`config.mk`:
```
export PLATFORM = sky130hd
export DESIGN_NAME = relu_pipe_flat
export DESIGN_NICKNAME = d
export VERILOG_FILES = /design/src/rtl/relu_pipe_if.sv /design/src/rtl/relu_pipe.sv /design/src/flat_wrapper.sv
export SDC_FILE = /design/constraint.sdc
export NUM_CORES = 1
export LEC_CHECK = 0
export CORE_ASPECT_RATIO = 1.4
export CORE_MARGIN = 2
export CORE_UTILIZATION = 49
export CTS_BUF_LIST = sky130_fd_sc_hd__clkbuf_16
export DETAILED_ROUTE_END_ITERATION = 8
export GPL_ROUTABILITY_DRIVEN = 0
export MAX_ROUTING_LAYER = met4
export PLACE_DENSITY_LB_ADDON = 0.15
export RECOVER_POWER = 100
export SLEW_MARGIN = 20
export SYNTH_ARGS = -nofsm -noshare
export SYNTH_HDL_FRONTEND = slang
export SYNTH_SLANG_ARGS = --single-unit
```
`constraint.sdc`:
```
create_clock -name clk -period 7.2 [get_ports clk]
set_input_delay 1.8 -clock clk [delete_from_list [all_inputs] [get_ports clk]]
set_output_delay 1.8 -clock clk [all_outputs]
set_load 0.005 [all_outputs]
```
`src/rtl/relu_pipe_if.sv`:
```
// Streaming interface of relu_pipe: input beat with its activation config and the result beat.
// The slave modport is the unit's view. The master modport is the producer/consumer view.
interface relu_pipe_if #(
  parameter int WIDTH   = 8,
  parameter int LANES   = 8,
  parameter int SHIFT_W = 3
);
  logic [1:0]             mode;
  logic [SHIFT_W-1:0]     shift;
  logic [WIDTH-1:0]       clip_val;
  logic                   in_valid;
  logic                   in_ready;
  logic [LANES*WIDTH-1:0] in_data;
  logic                   out_valid;
  logic                   out_ready;
  logic [LANES*WIDTH-1:0] out_data;

  modport master (
    output mode, shift, clip_val, in_valid, in_data, out_ready,
    input  in_ready, out_valid, out_data
  );

  modport slave (
    input  mode, shift, clip_val, in_valid, in_data, out_ready,
    output in_ready, out_valid, out_data
  );
endinterface

```
`src/rtl/relu_pipe.sv`:
```
// Two-stage multi-lane activation unit (bypass / ReLU / leaky ReLU / clipped ReLU) with valid/ready flow.
// Optional macro RELU_PIPE_ZERO_CNT_EN adds a saturating count of negative lanes zeroed by ReLU/clip.
module relu_pipe #(
  parameter int WIDTH   = 8,
  parameter int LANES   = 8,
  parameter int SHIFT_W = 3
) (
  input  logic        clk,
  input  logic        reset_n,
  relu_pipe_if.slave  bus,
  output logic        busy
`ifdef RELU_PIPE_ZERO_CNT_EN
  ,
  output logic [31:0] zero_cnt,
  input  logic        zero_cnt_clr
`endif
);

  typedef enum logic [1:0] {
    MODE_BYPASS = 2'd0,
    MODE_RELU   = 2'd1,
    MODE_LEAKY  = 2'd2,
    MODE_CLIP   = 2'd3
  } mode_e;

  localparam int DATA_W = LANES * WIDTH;

  logic                      w_adv;
  logic                      r_s1_valid;
  logic [DATA_W-1:0]         r_s1_data;
  mode_e                     r_s1_mode;
  logic [SHIFT_W-1:0]        r_s1_shift;
  logic signed [WIDTH-1:0]   r_s1_clip;
  logic signed [WIDTH-1:0]   w_ceil;
  logic [DATA_W-1:0]         w_result;
  logic                      r_s2_valid;
  logic [DATA_W-1:0]         r_s2_data;

  // A single enable moves the whole pipe, so a stalled output freezes both stages.
  assign w_adv         = ~r_s2_valid | bus.out_ready;
  assign bus.in_ready  = w_adv;
  assign bus.out_valid = r_s2_valid;
  assign bus.out_data  = r_s2_data;
  assign busy          = r_s1_valid | r_s2_valid;

  // NOTE: state registers use non-blocking (<=) so S2 sees S1's pre-edge contents, not the value loaded this edge.
  always_ff @(posedge clk or negedge reset_n) begin
    if (!reset_n) begin
      r_s1_valid <= 1'b0;
      r_s1_data  <= '0;
      r_s1_mode  <= MODE_BYPASS;
      r_s1_shift <= '0;
      r_s1_clip  <= '0;
      r_s2_valid <= 1'b0;
      r_s2_data  <= '0;
    end else if (w_adv) begin
      r_s1_valid <= bus.in_valid;
      r_s1_data  <= bus.in_data;
      r_s1_mode  <= mode_e'(bus.mode);
      r_s1_shift <= bus.shift;
      r_s1_clip  <= bus.clip_val;
      r_s2_valid <= r_s1_valid;
      r_s2_data  <= w_result;
    end
  end

  assign w_ceil = (r_s1_clip < 0) ? '0 : r_s1_clip;

  always_comb begin : lane_fn
    logic signed [WIDTH-1:0] w_x;
    // NOTE: every always_comb output gets a default before the loop so no path can infer a latch.
    w_result = '0;
    w_x      = '0;
    for (int i = 0; i < LANES; i++) begin
      w_x = r_s1_data[i*WIDTH +: WIDTH];
      unique case (r_s1_mode)
        MODE_RELU:  w_result[i*WIDTH +: WIDTH] = (w_x < 0) ? '0 : w_x;
        MODE_LEAKY: w_result[i*WIDTH +: WIDTH] = (w_x < 0) ? (w_x >>> r_s1_shift) : w_x;
        MODE_CLIP:  w_result[i*WIDTH +: WIDTH] = (w_x < 0) ? '0 : ((w_x > w_ceil) ? w_ceil : w_x);
        default:    w_result[i*WIDTH +: WIDTH] = w_x;
      endcase
    end
  end

`ifdef RELU_PIPE_ZERO_CNT_EN
  localparam int CNT_W = $clog2(LANES + 1);

  logic [CNT_W-1:0] w_zero_num;
  logic [CNT_W-1:0] r_s2_zeros;
  logic [31:0]      r_zero_cnt;
  logic [32:0]      w_cnt_sum;
  logic             w_out_xfer;

  // Only ReLU and clip map a negative input to exactly 0; leaky never reaches 0 from below.
  always_comb begin
    w_zero_num = '0;
    for (int i = 0; i < LANES; i++) begin
      if ((r_s1_mode == MODE_RELU || r_s1_mode == MODE_CLIP) && r_s1_data[i*WIDTH + WIDTH - 1])
        w_zero_num = w_zero_num + CNT_W'(1);
    end
  end

  assign w_out_xfer = r_s2_valid & bus.out_ready;
  assign w_cnt_sum  = {1'b0, r_zero_cnt} + 33'(r_s2_zeros);
  assign zero_cnt   = r_zero_cnt;

  always_ff @(posedge clk or negedge reset_n) begin
    if (!reset_n) begin
      r_s2_zeros <= '0;
      r_zero_cnt <= '0;
    end else begin
      if (w_adv)
        r_s2_zeros <= w_zero_num;
      if (zero_cnt_clr)
        r_zero_cnt <= '0;
      else if (w_out_xfer)
        r_zero_cnt <= w_cnt_sum[32] ? '1 : w_cnt_sum[31:0];
    end
  end
`endif

endmodule

```
`src/flat_wrapper.sv`:
```
// flat-port wrapper written by rule: the top's interface ports become plain ports
module relu_pipe_flat 
#(
  parameter int WIDTH   = 8,
  parameter int LANES   = 8,
  parameter int SHIFT_W = 3
)
  (clk, reset_n, busy, bus_mode, bus_shift, bus_clip_val, bus_in_valid, bus_in_data, bus_out_ready, bus_in_ready, bus_out_valid, bus_out_data);
  relu_pipe_if #(.WIDTH(WIDTH), .LANES(LANES), .SHIFT_W(SHIFT_W)) bus_i ();
  input  logic clk;
  input  logic reset_n;
  output logic busy;
  input wire logic [$bits(bus_i.mode)-1:0] bus_mode;
  input wire logic [$bits(bus_i.shift)-1:0] bus_shift;
  input wire logic [$bits(bus_i.clip_val)-1:0] bus_clip_val;
  input wire logic [$bits(bus_i.in_valid)-1:0] bus_in_valid;
  input wire logic [$bits(bus_i.in_data)-1:0] bus_in_data;
  input wire logic [$bits(bus_i.out_ready)-1:0] bus_out_ready;
  output wire logic [$bits(bus_i.in_ready)-1:0] bus_in_ready;
  output wire logic [$bits(bus_i.out_valid)-1:0] bus_out_valid;
  output wire logic [$bits(bus_i.out_data)-1:0] bus_out_data;
  assign bus_i.mode = bus_mode;
  assign bus_i.shift = bus_shift;
  assign bus_i.clip_val = bus_clip_val;
  assign bus_i.in_valid = bus_in_valid;
  assign bus_i.in_data = bus_in_data;
  assign bus_i.out_ready = bus_out_ready;
  assign bus_in_ready = bus_i.in_ready;
  assign bus_out_valid = bus_i.out_valid;
  assign bus_out_data = bus_i.out_data;
  relu_pipe #(.WIDTH(WIDTH), .LANES(LANES), .SHIFT_W(SHIFT_W)) u_core (.clk(clk), .reset_n(reset_n), .bus(bus_i), .busy(busy));
endmodule
```
==> impl_results.md <==
* Status: complete, but fails checks
* Failing checks: max-capacitance violations, max-slew violations
* Initial Utilization at 0.496
* Hold Vio Cnt, Final at 0
* Crit path kind: in2reg
* Total Power at 0.00360 W
* First-pass GRT wire length at 65.2 mm
* Sw Share at 0.417
* Highest-count cells in the layout ignoring fill and taps: nand2_1, dfrtp_1, a21oi_1, nor2_1, clkdlybuf4s50_1
* Clock power frac at 0.237
* CP Capture Type: flip-flop
* Die X at 137 µm
* TritonCTS sink count at 143
* Max stage delay on crit path at 2220 ps
* RSZ-0062 raised after global routing: no
* Global route overflow at 0
* Clk root buf: clkbuf_16
* PostCTS Resize Cnt at 0
* Vias in the first global route at 12167
* Worst slew pin tran at 3110 ps
* Fmax at 0.169 GHz
* Clk slew on worst S/H paths at 60 ps
* Syn avg cell area at 8.00 µm²
* Post-Place Cells at 1867
* Worst-Skew Late Latency at 450 ps
* Most common flop cell mapped by yosys: dfrtp_1
* IO Pins at 148
* Comb pwr share at 0.420
* Power per cell area at 256 nW/µm²
* HP Class: reg2reg
* Yosys warnings at 0
* CP top delay family: buffers and inverters
* Clock Path Buffers at 2
* Antenna violations before repair at 0
* Gr usage total at 0.326
* Final #Nets at 1708
* Area delta synth->final at 15.8%
* Clock skew at 10.9 ps
* Slowest stage cell, crit path: clkbuf_1
* CTS Buf Count at 17
* Setup violations, final at 0
* Final Slew Violations at 180
* Syn_nets at 1656
* Antenna-violating nets left at 0
* Final setup TNS at 0 ps
* Pre-Repair DR Iteration Count at 9
* Final Instance Area at 14100 µm²
* Largest net degree at the start of global routing at 81
* Die area at 26100 µm²
* Share of layout cells above drive strength 1 at 0.0499
* Leak at 5.65 nW
* CP Cell Sequence: dlygate4sd3_1, nor2b_4, inv_6, clkbuf_1, o21ai_0, a311oi_1, a31oi_1
* Input/output buffers at 147
* Final Cycle Share at 0.820
* Vias per cell at 6.70
* Worst Path Buf+Inv at 3
* Register area share after synthesis at 0.294
* Post-synth cell types at 64
* Int Pwr at 0.00210 W
* Register bit total from synthesis at 143
* Die height at 190 µm
* Wirelength per Cell at 21.6 µm
* Residual DRC count at 0
* Post-Route WL at 41.0 mm
* Syn Inst Count at 1519
* Async S/R FF share, synth at 1.00
* Fillcell total at 2255
* Drt first-iter violations at 1585
* Core area at 24500 µm²
* Post-CTS Setup Inserts at 0
* Non-filler instance count after layout at 1899
* Vias at 12721
* Final min period at 5900 ps
* Post-Place Cell Area at 13500 µm²
* Reg power frac at 0.343
* Maxcap violations at 3
* Sw Pwr at 0.00150 W
* EDFF count, synth at 0
* Arr. time, crit path at 6210 ps
* Worst IR Drop VDD at 0.000196 V
* Max-slew headroom at -1.07
* Number of diodes at 0
* Crit Path Max Fanout at 73
* Core Rows at 68
* CP Launch Type: input port
* Mapped cell area at 12200 µm²
* Cts hold-fix bufs at 0
* Critical path required time at 7510 ps
* Commonest non-fill, non-tap cell in the layout: nand2_1
* H-tree depth at 4
* Detailed placer's ending HPWL at 25.6 mm
* CTS tree: done
==> path summary, 6_finish.rpt <==
check	start	to	slack (ps)	cells past startpoint
min in group asynchronous	reset_n	u_core.r_s1_data[26]	1370	1
max in group asynchronous	reset_n	u_core.r_s1_shift[1]	4350	2
max	bus_out_ready	u_core.bus.out_data[24]	1300	7
min	u_core.r_s1_clip[6]	u_core.r_s1_clip[6]	470	2
min reg2reg	u_core.r_s1_clip[6]	u_core.r_s1_clip[6]	470	2
max reg2reg	u_core.bus.out_valid	u_core.bus.out_data[24]	2780	6
==> Yosys cell counts (6+ instances only) <==
library cell  number  area [µm²]
nor3b_1           31         233
a21oi_1          112         561
nand4b_1           7        61.3
mux2_2             7        78.8
nor2_1            84         315
and2_1            13        81.3
nand2_1          268        1010
nor2b_1           19         119
a311oi_1          15         131
and4_1             8        70.1
o21ai_0           77         385
o22ai_1           46         288
nand3_1           31         155
o41ai_1           30         263
a211oi_1          40         300
a21boi_0           7        52.6
inv_1             32         120
a2111oi_0         11        96.3
o21a_1             7        52.6
o211ai_1          26         195
and4b_1            7        70.1
mux2i_1           56         561
nand2b_1          20         125
a31oi_1           23         144
o221ai_1           7        61.3
o22a_1             8        70.1
a32oi_1           24         210
nor3_1            47         235
mux4_2            12         270
clkbuf_1          73         274
a221oi_1          13         114
dfrtp_1          143        3580
o2111a_1           6        67.6
and3_1            26         163
buf_2             40         200
nand4_1           15        93.8
o31ai_1           15         113
ha_1              56         701
==> layer usage <==
metal / GRT usage / part of all wire
met1: 0.430 / 0.41
met2: 0.492 / 0.46
met3: 0.0455 / 0.083
met4: 0.156 / 0.046
met5: - / 0
==> sequential cells by signal (all words and copies together), names as in the netlist <==
| signal | flops |
|---|---|
| u_core.r_s1_clip | 8 |
| u_core.r_s1_valid | 1 |
| u_core.r_s1_data | 64 |
| u_core.r_s1_shift | 3 |
| u_core.bus.out_valid | 1 |
| u_core.r_s1_mode | 2 |
| u_core.bus.out_data | 64 |
==> worst reg2reg max path: stages (launching register included) <==
cell and delay (ps):
dfrtp_1 380, nor2b_4 200, inv_6 380, clkbuf_1 2250
o21ai_0 530, a311oi_1 400, a31oi_1 150
==> kinds of logic (layout without fill, tap and decap cells) <==
logic type / count (synthesis) / in the layout / share of synthesized area
compound gates: 481 / 481 / 0.268
buf+inv: 165 / 230 / 0.0633
simple gates: 593 / 593 / 0.236
fa+ha+maj: 61 / 61 / 0.0617
mux: 76 / 76 / 0.0770
flops: 143 / 143 / 0.294
==> power by group through the flow <==
stage                     clock [W]  combinational, W  sequential (W)
final                      0.000854           0.00151         0.00123
after floorplan                   0           0.00104         0.00111
after detailed placement          0           0.00152         0.00124
after CTS                  0.000861           0.00153         0.00123
after global placement            0           0.00149         0.00124
after global routing       0.000893           0.00166         0.00126
==> area by class of cell <==
type | instances | area [µm²] | share of cell area
Clock inverter | 15 | 121 | 0.00862
Multi-Input combinational cell | 1211 | 7830 | 0.556
Clock buffer | 17 | 425 | 0.0302
Tap cell | 315 | 394 | 0.0280
Sequential cell | 143 | 3590 | 0.255
Timing Repair Buffer | 164 | 1590 | 0.113
Inverter | 34 | 133 | 0.00942
==> through the flow <==
step | utilization | hold slack (ps) | setup WS, ps
CTS | 0.575 | 466 | 1860
floorplan | - | 431 | 2740
detailed placement | 0.553 | 453 | 1850
global placement | 0.553 | 443 | 1890
finish | 0.575 | 466 | 1300
global route | 0.575 | 501 | 1080
(Power assumes the default switching activity.)
